`config.mk`:
```
export PLATFORM = sky130hd
export DESIGN_NAME = bloom_req_sched
export DESIGN_NICKNAME = d
export VERILOG_FILES = /design/src/rtl/bloom_pkg.sv /design/src/rtl/bloom_sync_fifo.sv /design/src/rtl/bloom_req_sched.sv
export SDC_FILE = /design/constraint.sdc
export NUM_CORES = 1
export LEC_CHECK = 0
export ABC_CLOCK_PERIOD_IN_PS = 6500
export CAP_MARGIN = 20
export CORE_MARGIN = 2
export CORE_UTILIZATION = 45
export CTS_CLUSTER_SIZE = 40
export DETAILED_ROUTE_END_ITERATION = 12
export PLACE_DENSITY = 0.64
export SYNTH_ARGS = -nofsm -noshare
export SYNTH_HDL_FRONTEND = slang
export SYNTH_SLANG_ARGS = --single-unit
```
`constraint.sdc`:
```
create_clock -name clk -period 6.5 [get_ports clk]
set_clock_uncertainty 0.2 [all_clocks]
set_input_delay 1.95 -clock clk [delete_from_list [all_inputs] [get_ports clk]]
set_output_delay 1.95 -clock clk [all_outputs]
set_load 0.01 [all_outputs]
```
`src/rtl/bloom_pkg.sv`:
```
// Shared types for the bloom filter request scheduler.
//   DATA_W / TAG_W : key and requester-tag widths used by every struct below
//   qry_req_t      : buffered query {tag, data}
//   rsp_t          : response FIFO entry {tag, data, hit}
//   sched_state_e  : scheduler FSM states
package bloom_pkg;

    localparam int DATA_W = 32;
    localparam int TAG_W  = 4;

    typedef struct packed {
        logic [TAG_W-1:0]  tag;
        logic [DATA_W-1:0] data;
    } qry_req_t;

    typedef struct packed {
        logic [TAG_W-1:0]  tag;
        logic [DATA_W-1:0] data;
        logic              hit;
    } rsp_t;

    typedef enum logic {
        ST_INIT = 1'b0,
        ST_RUN  = 1'b1
    } sched_state_e;

endpackage

```
`src/rtl/bloom_sync_fifo.sv`:
```
// Synchronous FIFO with first-word-fall-through read port.
//   clk, rst         : clock, synchronous active-high reset (empties the FIFO)
//   wr_en, wr_data   : write strobe and entry; ignored while full
//   rd_en            : pop the head entry; ignored while empty
//   rd_data          : current head entry (valid when !empty)
//   full, empty      : occupancy flags
// A write while full is dropped even if the same cycle pops, so a full FIFO
// never accepts in the cycle it is read.
module bloom_sync_fifo #(
    parameter type T     = logic [7:0],
    parameter int  DEPTH = 4
) (
    input  logic clk,
    input  logic rst,
    input  logic wr_en,
    input  T     wr_data,
    input  logic rd_en,
    output T     rd_data,
    output logic full,
    output logic empty
);

    localparam int AW = $clog2(DEPTH);

    // Extra MSB on each pointer separates full from empty after wrap-around.
    logic [AW:0] wr_ptr;
    logic [AW:0] rd_ptr;
    T            mem [DEPTH];

    logic do_wr;
    logic do_rd;

    assign empty = (wr_ptr == rd_ptr);
    assign full  = (wr_ptr[AW] != rd_ptr[AW]) && (wr_ptr[AW-1:0] == rd_ptr[AW-1:0]);
    assign do_wr = wr_en && !full;
    assign do_rd = rd_en && !empty;

    assign rd_data = mem[rd_ptr[AW-1:0]];

    always_ff @(posedge clk) begin
        if (rst) begin
            wr_ptr <= '0;
            rd_ptr <= '0;
        end else begin
            if (do_wr) wr_ptr <= wr_ptr + 1'b1;
            if (do_rd) rd_ptr <= rd_ptr + 1'b1;
        end
    end

    always_ff @(posedge clk) begin
        if (do_wr) mem[wr_ptr[AW-1:0]] <= wr_data;
    end

endmodule

```
`src/rtl/bloom_req_sched.sv`:
```
// Request scheduler in front of bloom_filter.
// Buffers inserts and tagged queries, issues at most one bloom_filter op per
// cycle (inserts first), lines up bf_query_result with the query that caused
// it and returns in-order tagged responses with backpressure.
//   clk, rst                         : clock, synchronous active-high reset
//   ins_valid/ins_ready/ins_data     : insert request port
//   qry_valid/qry_ready/qry_data/qry_tag : query request port
//   rsp_valid/rsp_ready/rsp_hit/rsp_tag/rsp_data : response port
//   bf_insert_valid/bf_insert_data   : insert strobe to bloom_filter
//   bf_query_valid/bf_query_data     : query strobe to bloom_filter
//   bf_query_result                  : hit bit, valid QRY_LAT cycles after strobe
// Key and tag widths come from bloom_pkg so the struct types stay consistent.
//
// state   | meaning
// --------+-----------------------------------------------------------
// ST_INIT | bit array being cleared; no requests accepted, no strobes
// ST_RUN  | normal operation; left only through rst
module bloom_req_sched
    import bloom_pkg::*;
#(
    parameter int QDEPTH   = 4,
    parameter int QRY_LAT  = 1,
    parameter int INIT_CYC = 4
) (
    input  logic              clk,
    input  logic              rst,
    input  logic              ins_valid,
    output logic              ins_ready,
    input  logic [DATA_W-1:0] ins_data,
    input  logic              qry_valid,
    output logic              qry_ready,
    input  logic [DATA_W-1:0] qry_data,
    input  logic [TAG_W-1:0]  qry_tag,
    output logic              rsp_valid,
    input  logic              rsp_ready,
    output logic              rsp_hit,
    output logic [TAG_W-1:0]  rsp_tag,
    output logic [DATA_W-1:0] rsp_data,
    output logic              bf_insert_valid,
    output logic [DATA_W-1:0] bf_insert_data,
    output logic              bf_query_valid,
    output logic [DATA_W-1:0] bf_query_data,
    input  logic              bf_query_result
);

    localparam int CW = $clog2(QDEPTH + 1);
    localparam int IW = $clog2(INIT_CYC + 1);

    sched_state_e state_q, state_d;
    logic [IW-1:0] init_cnt_q;
    logic          run;

    logic              ins_push, ins_pop, ins_full, ins_empty;
    logic [DATA_W-1:0] ins_head;
    logic              qry_push, qry_pop, qry_full, qry_empty;
    qry_req_t          qry_wdata, qry_head;
    logic              rsp_push, rsp_pop, rsp_full, rsp_empty;
    rsp_t              rsp_wdata, rsp_head;

    logic [CW-1:0]     credits_q;
    logic              ins_strobe_q;
    logic [DATA_W-1:0] ins_strobe_data_q;

    // Stage 0 is the registered query strobe; stage QRY_LAT lines up with
    // the cycle in which bf_query_result belongs to that query.
    logic              pipe_v   [QRY_LAT+1];
    qry_req_t          pipe_req [QRY_LAT+1];

    // ---------------- FSM ----------------
    always_ff @(posedge clk) begin
        if (rst) begin
            state_q    <= ST_INIT;
            init_cnt_q <= IW'(INIT_CYC - 1);
        end else begin
            state_q <= state_d;
            if (state_q == ST_INIT && init_cnt_q != '0)
                init_cnt_q <= init_cnt_q - 1'b1;
        end
    end

    always_comb begin
        state_d = state_q;
        run     = 1'b0;
        case (state_q)
            ST_INIT: if (init_cnt_q == '0) state_d = ST_RUN;
            ST_RUN:  run = 1'b1;
            default: state_d = ST_INIT;
        endcase
    end

    // ---------------- request side ----------------
    assign ins_ready = !rst && run && !ins_full;
    assign qry_ready = !rst && run && !qry_full;
    assign ins_push  = ins_valid && ins_ready;
    assign qry_push  = qry_valid && qry_ready;

    always_comb begin
        qry_wdata      = '0;
        qry_wdata.tag  = qry_tag;
        qry_wdata.data = qry_data;
    end

    bloom_sync_fifo #(.T(logic [DATA_W-1:0]), .DEPTH(QDEPTH)) u_ins_fifo (
        .clk     (clk),
        .rst     (rst),
        .wr_en   (ins_push),
        .wr_data (ins_data),
        .rd_en   (ins_pop),
        .rd_data (ins_head),
        .full    (ins_full),
        .empty   (ins_empty)
    );

    bloom_sync_fifo #(.T(qry_req_t), .DEPTH(QDEPTH)) u_qry_fifo (
        .clk     (clk),
        .rst     (rst),
        .wr_en   (qry_push),
        .wr_data (qry_wdata),
        .rd_en   (qry_pop),
        .rd_data (qry_head),
        .full    (qry_full),
        .empty   (qry_empty)
    );

    // ---------------- issue arbiter ----------------
    // A query may only issue while the insert FIFO is empty, so any insert
    // accepted no later than a query is strobed before it. The rsp_full term
    // is implied by the credit limit and only guards against misuse.
    assign ins_pop = run && !ins_empty;
    assign qry_pop = run && ins_empty && !qry_empty
                     && (credits_q < CW'(QDEPTH)) && !rsp_full;

    always_ff @(posedge clk) begin
        if (rst) begin
            ins_strobe_q <= 1'b0;
            credits_q    <= '0;
            for (int i = 0; i <= QRY_LAT; i++) pipe_v[i] <= 1'b0;
        end else begin
            ins_strobe_q <= ins_pop;
            pipe_v[0]    <= qry_pop;
            for (int i = 1; i <= QRY_LAT; i++) pipe_v[i] <= pipe_v[i-1];
            case ({qry_pop, rsp_pop})
                2'b10:   credits_q <= credits_q + 1'b1;
                2'b01:   credits_q <= credits_q - 1'b1;
                default: credits_q <= credits_q;
            endcase
        end
    end

    always_ff @(posedge clk) begin
        if (ins_pop) ins_strobe_data_q <= ins_head;
        if (qry_pop) pipe_req[0] <= qry_head;
        for (int i = 1; i <= QRY_LAT; i++) pipe_req[i] <= pipe_req[i-1];
    end

    assign bf_insert_valid = !rst && ins_strobe_q;
    assign bf_insert_data  = rst ? '0 : ins_strobe_data_q;
    assign bf_query_valid  = !rst && pipe_v[0];
    assign bf_query_data   = rst ? '0 : pipe_req[0].data;

    // ---------------- response side ----------------
    assign rsp_push = pipe_v[QRY_LAT];

    always_comb begin
        rsp_wdata      = '0;
        rsp_wdata.tag  = pipe_req[QRY_LAT].tag;
        rsp_wdata.data = pipe_req[QRY_LAT].data;
        rsp_wdata.hit  = bf_query_result;
    end

    bloom_sync_fifo #(.T(rsp_t), .DEPTH(QDEPTH)) u_rsp_fifo (
        .clk     (clk),
        .rst     (rst),
        .wr_en   (rsp_push),
        .wr_data (rsp_wdata),
        .rd_en   (rsp_pop),
        .rd_data (rsp_head),
        .full    (rsp_full),
        .empty   (rsp_empty)
    );

    assign rsp_valid = !rst && !rsp_empty;
    assign rsp_pop   = rsp_valid && rsp_ready;
    assign rsp_hit   = rsp_valid && rsp_head.hit;
    assign rsp_tag   = rsp_valid ? rsp_head.tag  : '0;
    assign rsp_data  = rsp_valid ? rsp_head.data : '0;

endmodule

```
# Yosys cells after proc, flatten, opt, wreduce, memory -nomap -nowiden
# Memory sizes are Yosys's and may differ from the RTL's. A register that Yosys moved wholly into a read port is not among the register bits.
# Cells that the tools add are included.
# word_totals
register_bits	26
ramBits	494
output_inout_bits	106
memories	5
romBits	0
latch_bits	0
# op_classes
shift	0
eq_ne	11
n_lt_le_gt_ge	1
n_div	0
mux	25
n_reduce_logical	35
n_bitwise	3
mul	0
n_addsub	9
# memory_table
name	words	width	rd	rd_ports_with_merged_regs	wr	line_no	text
u_rsp_fifo.mem	4	37	1	1	1	bloom_sync_fifo.sv:28	T mem [DEPTH];
u_qry_fifo.mem	4	36	1	1	1	bloom_sync_fifo.sv:28	
u_ins_fifo.mem	4	32	1	1	1	bloom_sync_fifo.sv:28	
pipe_req	2	36	2	0	2	bloom_req_sched.sv:67	qry_req_t pipe_req [QRY_LAT+1];
pipe_v	2	1	2	0	2	bloom_req_sched.sv:66	logic pipe_v [QRY_LAT+1];
# ops
op	n
2-to-1 mux 32 bit	3
logical AND 1 bit	25
adder 3 x 1 -> 3 bit (second input constant)	7
2-to-1 mux 1 bit	16
== test 3 bit	3
2-to-1 mux 2 bit	4
zero test 1 bit	7
== test 2 bit	3
case mux 3 bit (2 select lines)	1
subtractor 3 x 1 -> 3 bit (second input constant)	2
2-to-1 mux 4 bit	1
zero test 3 bit	1
less-than comparator 3 bit (second input constant)	1
!= test 1 bit	3
nonzero test 3 bit	1
== test 2 x 1 -> 1 bit (second input constant)	1
== test 2 bit (second input constant)	1
OR 1 bit	2
nonzero test 2 bit	1
NOT 1 bit	1

# Depth between registers and ports, before layout
# Gate-level depths: netlist of run 1.
# depth
depth_word	8
ltp_mapped	11

# Hierarchy
# Synthesis of run 1 repeated with hierarchy kept, for this count alone.
# hier_totals
hier_cells	1023
hier_area_um2	20763.7
# modules_own_cells
module	instances	area_each_um2	cells_each
bloom_sync_fifo (u_rsp_fifo)	1	5905.7	261
bloom_sync_fifo (u_qry_fifo)	1	5760.5	256
bloom_sync_fifo (u_ins_fifo)	1	5177.5	235
bloom_req_sched	1	3920.0	271

# Least setup slack after synthesis of run 1
# No wires, ideal clock.
# synth_path
kind	input port to flip-flop
startpoint	input port rst
endpoint	memory u_qry_fifo.mem[3][0] (netlist name), enable pin
t_arrival_ps	5121
path_stages	2
path_buffers	0
setup_slack_ps	678
required_time_ps	5799
cell_sequence	nand2b_1 -> a311oi_1
# synth_between
elab_chain_len	7
# synth_lines
element	line_no	text
start: declaration	bloom_req_sched.sv:26	input logic rst,
zero test 1 bit	bloom_req_sched.sv:93	assign qry_ready = !rst && run && !qry_full;
logical AND 1 bit (2 in series)	bloom_req_sched.sv:93	
logical AND 1 bit	bloom_req_sched.sv:95	assign qry_push = qry_valid && qry_ready;
logical AND 1 bit	bloom_sync_fifo.sv:35	assign do_wr = wr_en && !full;
2-to-1 mux 1 bit	bloom_sync_fifo.sv:51	if (do_wr) mem[wr_ptr[AW-1:0]] <= wr_data;
2-to-1 mux 1 bit (not written as such)	bloom_sync_fifo.sv:51	
end: declaration	bloom_sync_fifo.sv:28	
# Every way passes these cells.

# Final worst setup path of run 1
# layout_path
startpoint	input port rst
endpoint	output port rsp_data[27]
# layout_between
elab_chain_len	3
# layout_lines
element	line_no	text
zero test 1 bit	bloom_req_sched.sv:182	assign rsp_valid = !rst && !rsp_empty;
logical AND 1 bit	bloom_req_sched.sv:182	
2-to-1 mux 32 bit	bloom_req_sched.sv:186	assign rsp_data = rsp_valid ? rsp_head.data : '0;
end: declaration	bloom_req_sched.sv:38	output logic [DATA_W-1:0] rsp_data,
# Every way passes these cells.

==> run_results.csv, run 1 <==
group,metric,value,unit
cells_and_area,most-common-layout-cells,"edfxtp_1 (488), clkdlybuf4s50_1 (178), nor2b_1 (108), mux4_2 (105), dfxtp_1 (62)",
pwr,power.total,7.425,mW
timing,relSlewSlack,30.04,%
setup_path,reg2reg_to,"credits_q[2]",
cells_and_area,drive_above_1_share,19.16,%
floorplanning,die_h,216.2,um
cells_and_area,nNetsFinal,1262,
clocking,clock_tree.root_cell,"clkbuf_16",
place,dpl.hpwl,21940,um
pwr,p_int,6.015,mW
place,gp_congestion,0.7105,
setup_path,critPathLaunchType,"primary input",
global_routing,grt_pass1_wl,57080,um
setup_path,endpoint,"rsp_data[27]",
floorplanning,row_count,77,
route,drtPass1Iterations,4,
logic_synthesis,synth.avg_cell_area,21.30,sq um
logic_synthesis,synth.net_count,1044,
route,postRouteAntennaNets,0,
timing,hold_viol_final,0,
pwr,power_density,299.4,nW/um^2
setup_path,rrSetupSlack,2770,ps
logic_synthesis,synth_cells,951,
pwr,combinationalPowerShare,2.5,%
floorplanning,die_x,216.2,um
clocking,clkSinkCount,556,
logic_synthesis,synth_seq_area_share,79.05,%
cells_and_area,final_common_cell,"edfxtp_1",
floorplanning,fp.coreArea,44320,sq um
clocking,cts_resized,0,
timing,period_minus_slack,5607,ps
clocking,clock_latency,610,ps
setup_path,cp.arrival,3460,ps
timing,worst-slew-pin-transition,1049,ps
floorplanning,fp.dieArea,46740,sq um
logic_synthesis,synth_seq_cells,556,
pwr,seq_power_share,52.5,%
route,num_vias,9203,
run,max_cap_violations,0,
pwr,p_sw,1.410,mW
floorplanning,initial_core_util,45.72,%
pwr,p_sw_share,18.99,%
clocking,postCtsSetupBuffers,0,
logic_synthesis,synthMuxAreaShare,11.99,%
logic_synthesis,synth_compound_area_share,0.7349,%
setup_path,crit_required,4350,ps
status,status,"finished, final reports clean",
setup_path,r2r_cells,12,
route,drt_iter0_markers,464,
global_routing,grt_pass1_vias,9613,
clocking,hold_buffers,0,
clocking,cts_tree,"built",
cells_and_area,area_growth,22.39,%
global_routing,antenna_found_initial,11,
floorplanning,io_pins,180,
timing,timing.fmax,0.1783,GHz
global_routing,grtUsageTotal,16.19,%
route,via_per_inst,5.079,
timing,fin_crit_sh,86.26,%
logic_synthesis,synth_area_leaders,"edfxtp_1 (72%), mux4_2 (12%), dfxtp_1 (6.7%)",
logic_synthesis,yosysTopAreaCellShare,72.33,%
logic_synthesis,synth-simple-area-share,4.712,%
pwr,clkPwrFrac,45.0,%
timing,setup_violations,0,
setup_path,cp-startpoint,"rst",
setup_path,path_max_fanout,38,
logic_synthesis,synth_xor_area_share,1.118,%
route,drc_errors,0,
logic_synthesis,synth_area,20260,sq um
place,portBuffers,179,
logic_synthesis,yosys.area.top_type,"edfxtp_1",
worst_hold_path,hold_path.class,"reg -> reg",
clocking,htree_num_levels,2,
timing,rsz0062_at_grt,"no",
timing,finalSetupTns,0,ps
route,wl_per_cell,20.49,um
setup_path,setup.worst_path.end_class,"output pin",
route,wirelength,37120,um
clocking,clk_pin_slew_worst_paths,60,ps
clocking,cts.path.max_buffers,3,
timing,drv_slew,0,
pwr,vdd_drop_max,0.1971,mV
global_routing,overflow,0,
logic_synthesis,yosysUniqueCellTypes,36,
pwr,p_leak,7.913,nW
setup_path,rr_startpoint,"u_ins_fifo.rd_ptr[0]",
logic_synthesis,synth_top_family_by_area,"multiplexers",
clocking,numCtsBuffers,55,
logic_synthesis,synth_adder_area_share,1.210,%
setup_path,path_class,"in -> out",
logic_synthesis,ys_warn_count,0,
global_routing,grt_max_degree,42,
## per-layer routing
metal	up-vias	global-route usage (%)	wire, um
met3	66	4.786	2315
met5	-	0	93
met4	14	4.977	736
met1	4718	21.39	15740
li1	4192	-	-
met2	213	26.11	18240
## power by group through the flow
stage	registers, mW	clock network, mW	logic [mW]
floorplan	3.97	0	0.0785
global placement	3.97	0	0.182
detailed placement	3.98	0	0.189
CTS	3.90	3.42	0.190
global route	3.90	3.56	0.203
finish	3.90	3.34	0.186
## logic make-up (layout without fill, tap and decap cells)
| family | after synthesis | after routing |
|---|---|---|
| compound gates | 21 | 21 |
| xor+xnor | 25 | 25 |
| fa+ha+maj | 19 | 19 |
| buf+inv | 57 | 322 |
| flops | 556 | 556 |
| mux | 111 | 111 |
| other cells | 0 | 4 |
| simple gates | 162 | 162 |
## per-stage QoR
stage	std cells	util (%)	instance area (sq um)	setup slack [ps]	hold WS, ps
CTS	1808	55.93	24790	873.6	150.9
finish	1812	55.95	24800	892.9	146.9
global route	1811	55.95	24790	783.1	156.7
detailed placement	1704	51.52	22830	883.1	137.9
floorplan	951	-	20260	678.4	123.3
global placement	1704	51.52	22830	949.6	124.6
## worst min path at each step
stage	startpoint	endpoint	slack (ps)	cells past startpoint
3_5_place_dp	pipe_req[0][34]	pipe_req[0][70]	140	0
4_1_cts	pipe_req[0][34]	pipe_req[0][70]	150	0
6_report	pipe_req[0][34]	pipe_req[0][70]	150	0
3_3_place_gp	pipe_req[0][33]	pipe_req[0][69]	120	0
2_1_floorplan	pipe_req[0][32]	pipe_req[0][68]	120	0
5_1_grt	pipe_req[0][33]	pipe_req[0][69]	160	0
## state kept, by name, indices dropped and copies added, names as in the netlist, 2 cells and up, named ones only
signal,cells
u_rsp_fifo.mem,148
u_qry_fifo.mem,144
u_ins_fifo.mem,128
pipe_req,72
ins_strobe_data_q,32
credits_q,3
init_cnt_q,3
u_ins_fifo.rd_ptr,3
u_ins_fifo.wr_ptr,3
u_qry_fifo.rd_ptr,3
u_qry_fifo.wr_ptr,3
u_rsp_fifo.rd_ptr,3
u_rsp_fifo.wr_ptr,3
pipe_v,2
## cells in the mapped netlist (all sizes together)
| library cell | n |
|---|---|
| and2 | 11 |
| nor2 | 22 |
| o31ai | 6 |
| xor2 | 14 |
| inv | 19 |
| ha | 18 |
| mux4 | 105 |
| o21ai | 2 |
| mux2i | 3 |
| nor4 | 2 |
| nand3b | 1 |
| o311ai | 3 |
| nand3 | 1 |
| a31oi | 2 |
| or2 | 1 |
| fa | 1 |
| a21oi | 4 |
| a311oi | 4 |
| nand2b | 2 |
| or3 | 2 |
| nand2 | 10 |
| nor3 | 1 |
| clkbuf | 25 |
| xnor2 | 11 |
| edfxtp | 488 |
| nor2b | 108 |
| and3b | 1 |
| mux2 | 3 |
| dfxtp | 68 |
| buf | 13 |
## area by class of cell
class | instances | area, sq um
antenna | 4 | 10.01
clock buffer | 69 | 1490
clock inverter | 35 | 461.7
fill | 3393 | 19520
inverter | 19 | 71.32
multi-input combinational | 338 | 4060
sequential | 556 | 16020
tap | 592 | 740.7
timing repair buffer | 199 | 1939
## critical path, stage by stage
cell and delay (ps):
buf_4 180, inv_1 210, o31ai_4 100, buf_4 270, nor2b_1 180, clkdlybuf4s50_1 550
Power figures use the tool's default switching activity.
==> run 2: changes to the inputs <==
--- a/config.mk
+++ b/config.mk
@@ -7,6 +7,7 @@
 export LEC_CHECK = 0
 export ABC_CLOCK_PERIOD_IN_PS = 6500
 export CAP_MARGIN = 20
+export CORE_ASPECT_RATIO = 1.1
 export CORE_MARGIN = 2
 export CORE_UTILIZATION = 45
 export CTS_CLUSTER_SIZE = 40
==> run 2 against run 1 <==
Net effect:
- sequential cell count is the same
- clock power is 12% lower
- count of clock-buffer cells in the layout is 4 higher
- register-to-register slack got worse by 130 ps
- largest cell class unchanged
- largest power group unchanged
- highest routed layer unchanged
==> run_results.csv, run 2 (synthesis results as in run 1) <==
group,metric,value,unit
status,status,"finished, final reports clean",
setup_path,rrSetupSlack,2640,ps
setup_path,rr_startpoint,"u_ins_fifo.rd_ptr[1]",
clocking,clk_pin_slew_worst_paths,60,ps
global_routing,grt_pass1_wl,54520,um
route,drtPass1Iterations,4,
route,num_vias,9038,
run,max_cap_violations,0,
global_routing,overflow,0,
setup_path,cp-startpoint,"rst",
timing,timing.fmax,0.1806,GHz
cells_and_area,multi_input_area,4060,sq um
clocking,cts.path.max_buffers,3,
timing,drv_slew,0,
cells_and_area,instances_no_fill,1789,
route,drt_iter0_markers,599,
route,wirelength,36120,um
place,place_inst,1686,
floorplanning,die_h,226.5,um
clocking,clkSinkCount,556,
clocking,clock_latency,600,ps
route,wl_per_cell,20.19,um
timing,fin_crit_sh,85.18,%
pwr,vdd_drop_max,0.2234,mV
floorplanning,io_pins,180,
timing,hold_viol_final,0,
route,postRouteAntennaNets,0,
cells_and_area,drive_above_1_share,17.77,%
clocking,hold_buffers,0,
setup_path,critPathLaunchType,"primary input",
setup_path,r2r_cells,11,
floorplanning,fp.coreArea,44490,sq um
timing,timing.hold.ws,142.7,ps
place,portBuffers,179,
cells_and_area,nNetsFinal,1253,
timing,setup_violations,0,
route,drc_errors,0,
place,dpl_cell_area,22780,sq um
setup_path,endpoint,"rsp_data[15]",
clocking,numCtsBuffers,53,
route,via_per_inst,5.052,
global_routing,antenna_found_initial,11,
floorplanning,fp.dieArea,46740,sq um
setup_path,reg2reg_to,"credits_q[2]",
clocking,cts_resized,0,
cells_and_area,regArea,16020,sq um
worst_hold_path,hold_path.class,"reg -> reg",
clocking,cts_tree,"built",
cells_and_area,finalInstanceArea,24470,sq um
global_routing,grtUsageTotal,15.73,%
cells_and_area,fillers,3368,
setup_path,path_class,"in -> out",
cells_and_area,area_growth,20.76,%
clocking,htree_num_levels,2,
setup_path,crit_required,4350,ps
timing,relSlewSlack,30.56,%
pwr,power.total,7.016,mW
floorplanning,row_count,81,
timing,rsz0062_at_grt,"no",
place,gp_congestion,0.7053,
clocking,clock_tree.root_cell,"clkbuf_16",
pwr,p_leak,7.737,nW
timing,period_minus_slack,5536,ps
floorplanning,initial_core_util,45.54,%
place,dpl.hpwl,21560,um
worst_hold_path,min-delay-start,"pipe_req[0][35]",
setup_path,cp.arrival,3390,ps
setup_path,setup.worst_path.end_class,"output pin",
pwr,power_density,286.7,nW/um^2
setup_path,path_max_fanout,38,
timing,finalSetupTns,0,ps
cells_and_area,most-common-layout-cells,"edfxtp_1 (488), clkdlybuf4s50_1 (178), nor2b_1 (108), mux4_2 (105), dfxtp_1 (62)",
global_routing,grt_pass1_vias,9254,
timing,worst-slew-pin-transition,1042,ps
cells_and_area,largest_register_ffs,148,
global_routing,grt_max_degree,47,
clocking,postCtsSetupBuffers,0,
floorplanning,die_x,206.3,um
cells_and_area,final_common_cell,"edfxtp_1",
-- run 2: cell types whose count changed in the layout (fill, tap and decap cells not counted) --
cell	delta
bufinv_16	-7
clkinv_16	-1
buf_12	+1
clkinvlp_4	+1
clkinv_8	+2
clkbuf_16	-3
clkinv_2	-4
clkinv_1	+1
buf_4	-8
clkbuf_8	+1
clkbuf_1	+6
inv_16	-1
-- run 2: worst max-delay path, cell delays in order --
cell and delay, ps:
buf_4 130, inv_1 190, o31ai_4 100, buf_4 260
nor2b_1 170, clkdlybuf4s50_1 560
-- run 2: layout make-up --
class / count / area share [%]
tap: 581 / 2.971
multi-input combinational: 338 / 16.59
sequential: 556 / 65.49
clock inverter: 26 / 0.9205
antenna: 4 / 0.04091
inverter: 19 / 0.2915
timing repair buffer: 192 / 7.763
clock buffer: 73 / 5.932
-- run 2: stage by stage --
stage | setup slack (ps) | utilization (%)
final | 963.6 | 54.99
after global routing | 839.3 | 54.99
after CTS | 931.9 | 54.97
after detailed placement | 936.3 | 51.20
after global placement | 994.2 | 51.20
after floorplan | 678.4 | -
-- run 2: where the power goes --
part           leakage (nW)  switching [mW]  internal (mW)
clock                 0.819            1.25           1.68
combinational          1.97          0.0889         0.0962
sequential             4.95          0.0122           3.89
total                  7.74            1.35           5.67
-- run 2: worst min path at each step --
stage                      end  cells past startpoint
3_3_place_gp   pipe_req[0][69]                      0
2_1_floorplan  pipe_req[0][68]                      0
3_5_place_dp   pipe_req[0][71]                      0
5_1_grt        pipe_req[0][71]                      0
6_report       pipe_req[0][71]                      0
4_1_cts        pipe_req[0][71]                      0
-- run 2: routing by layer --
layer / wire [um] / part of all wire (%) / vias up / track usage (%)
met1: 14910 / 41 / 4582 / 20.24
li1: - / - / 4179 / -
met4: 715 / 2.0 / 14 / 5.092
met5: 95 / 0.26 / - / 0
met2: 18010 / 50 / 200 / 25.58
met3: 2385 / 6.6 / 63 / 4.915
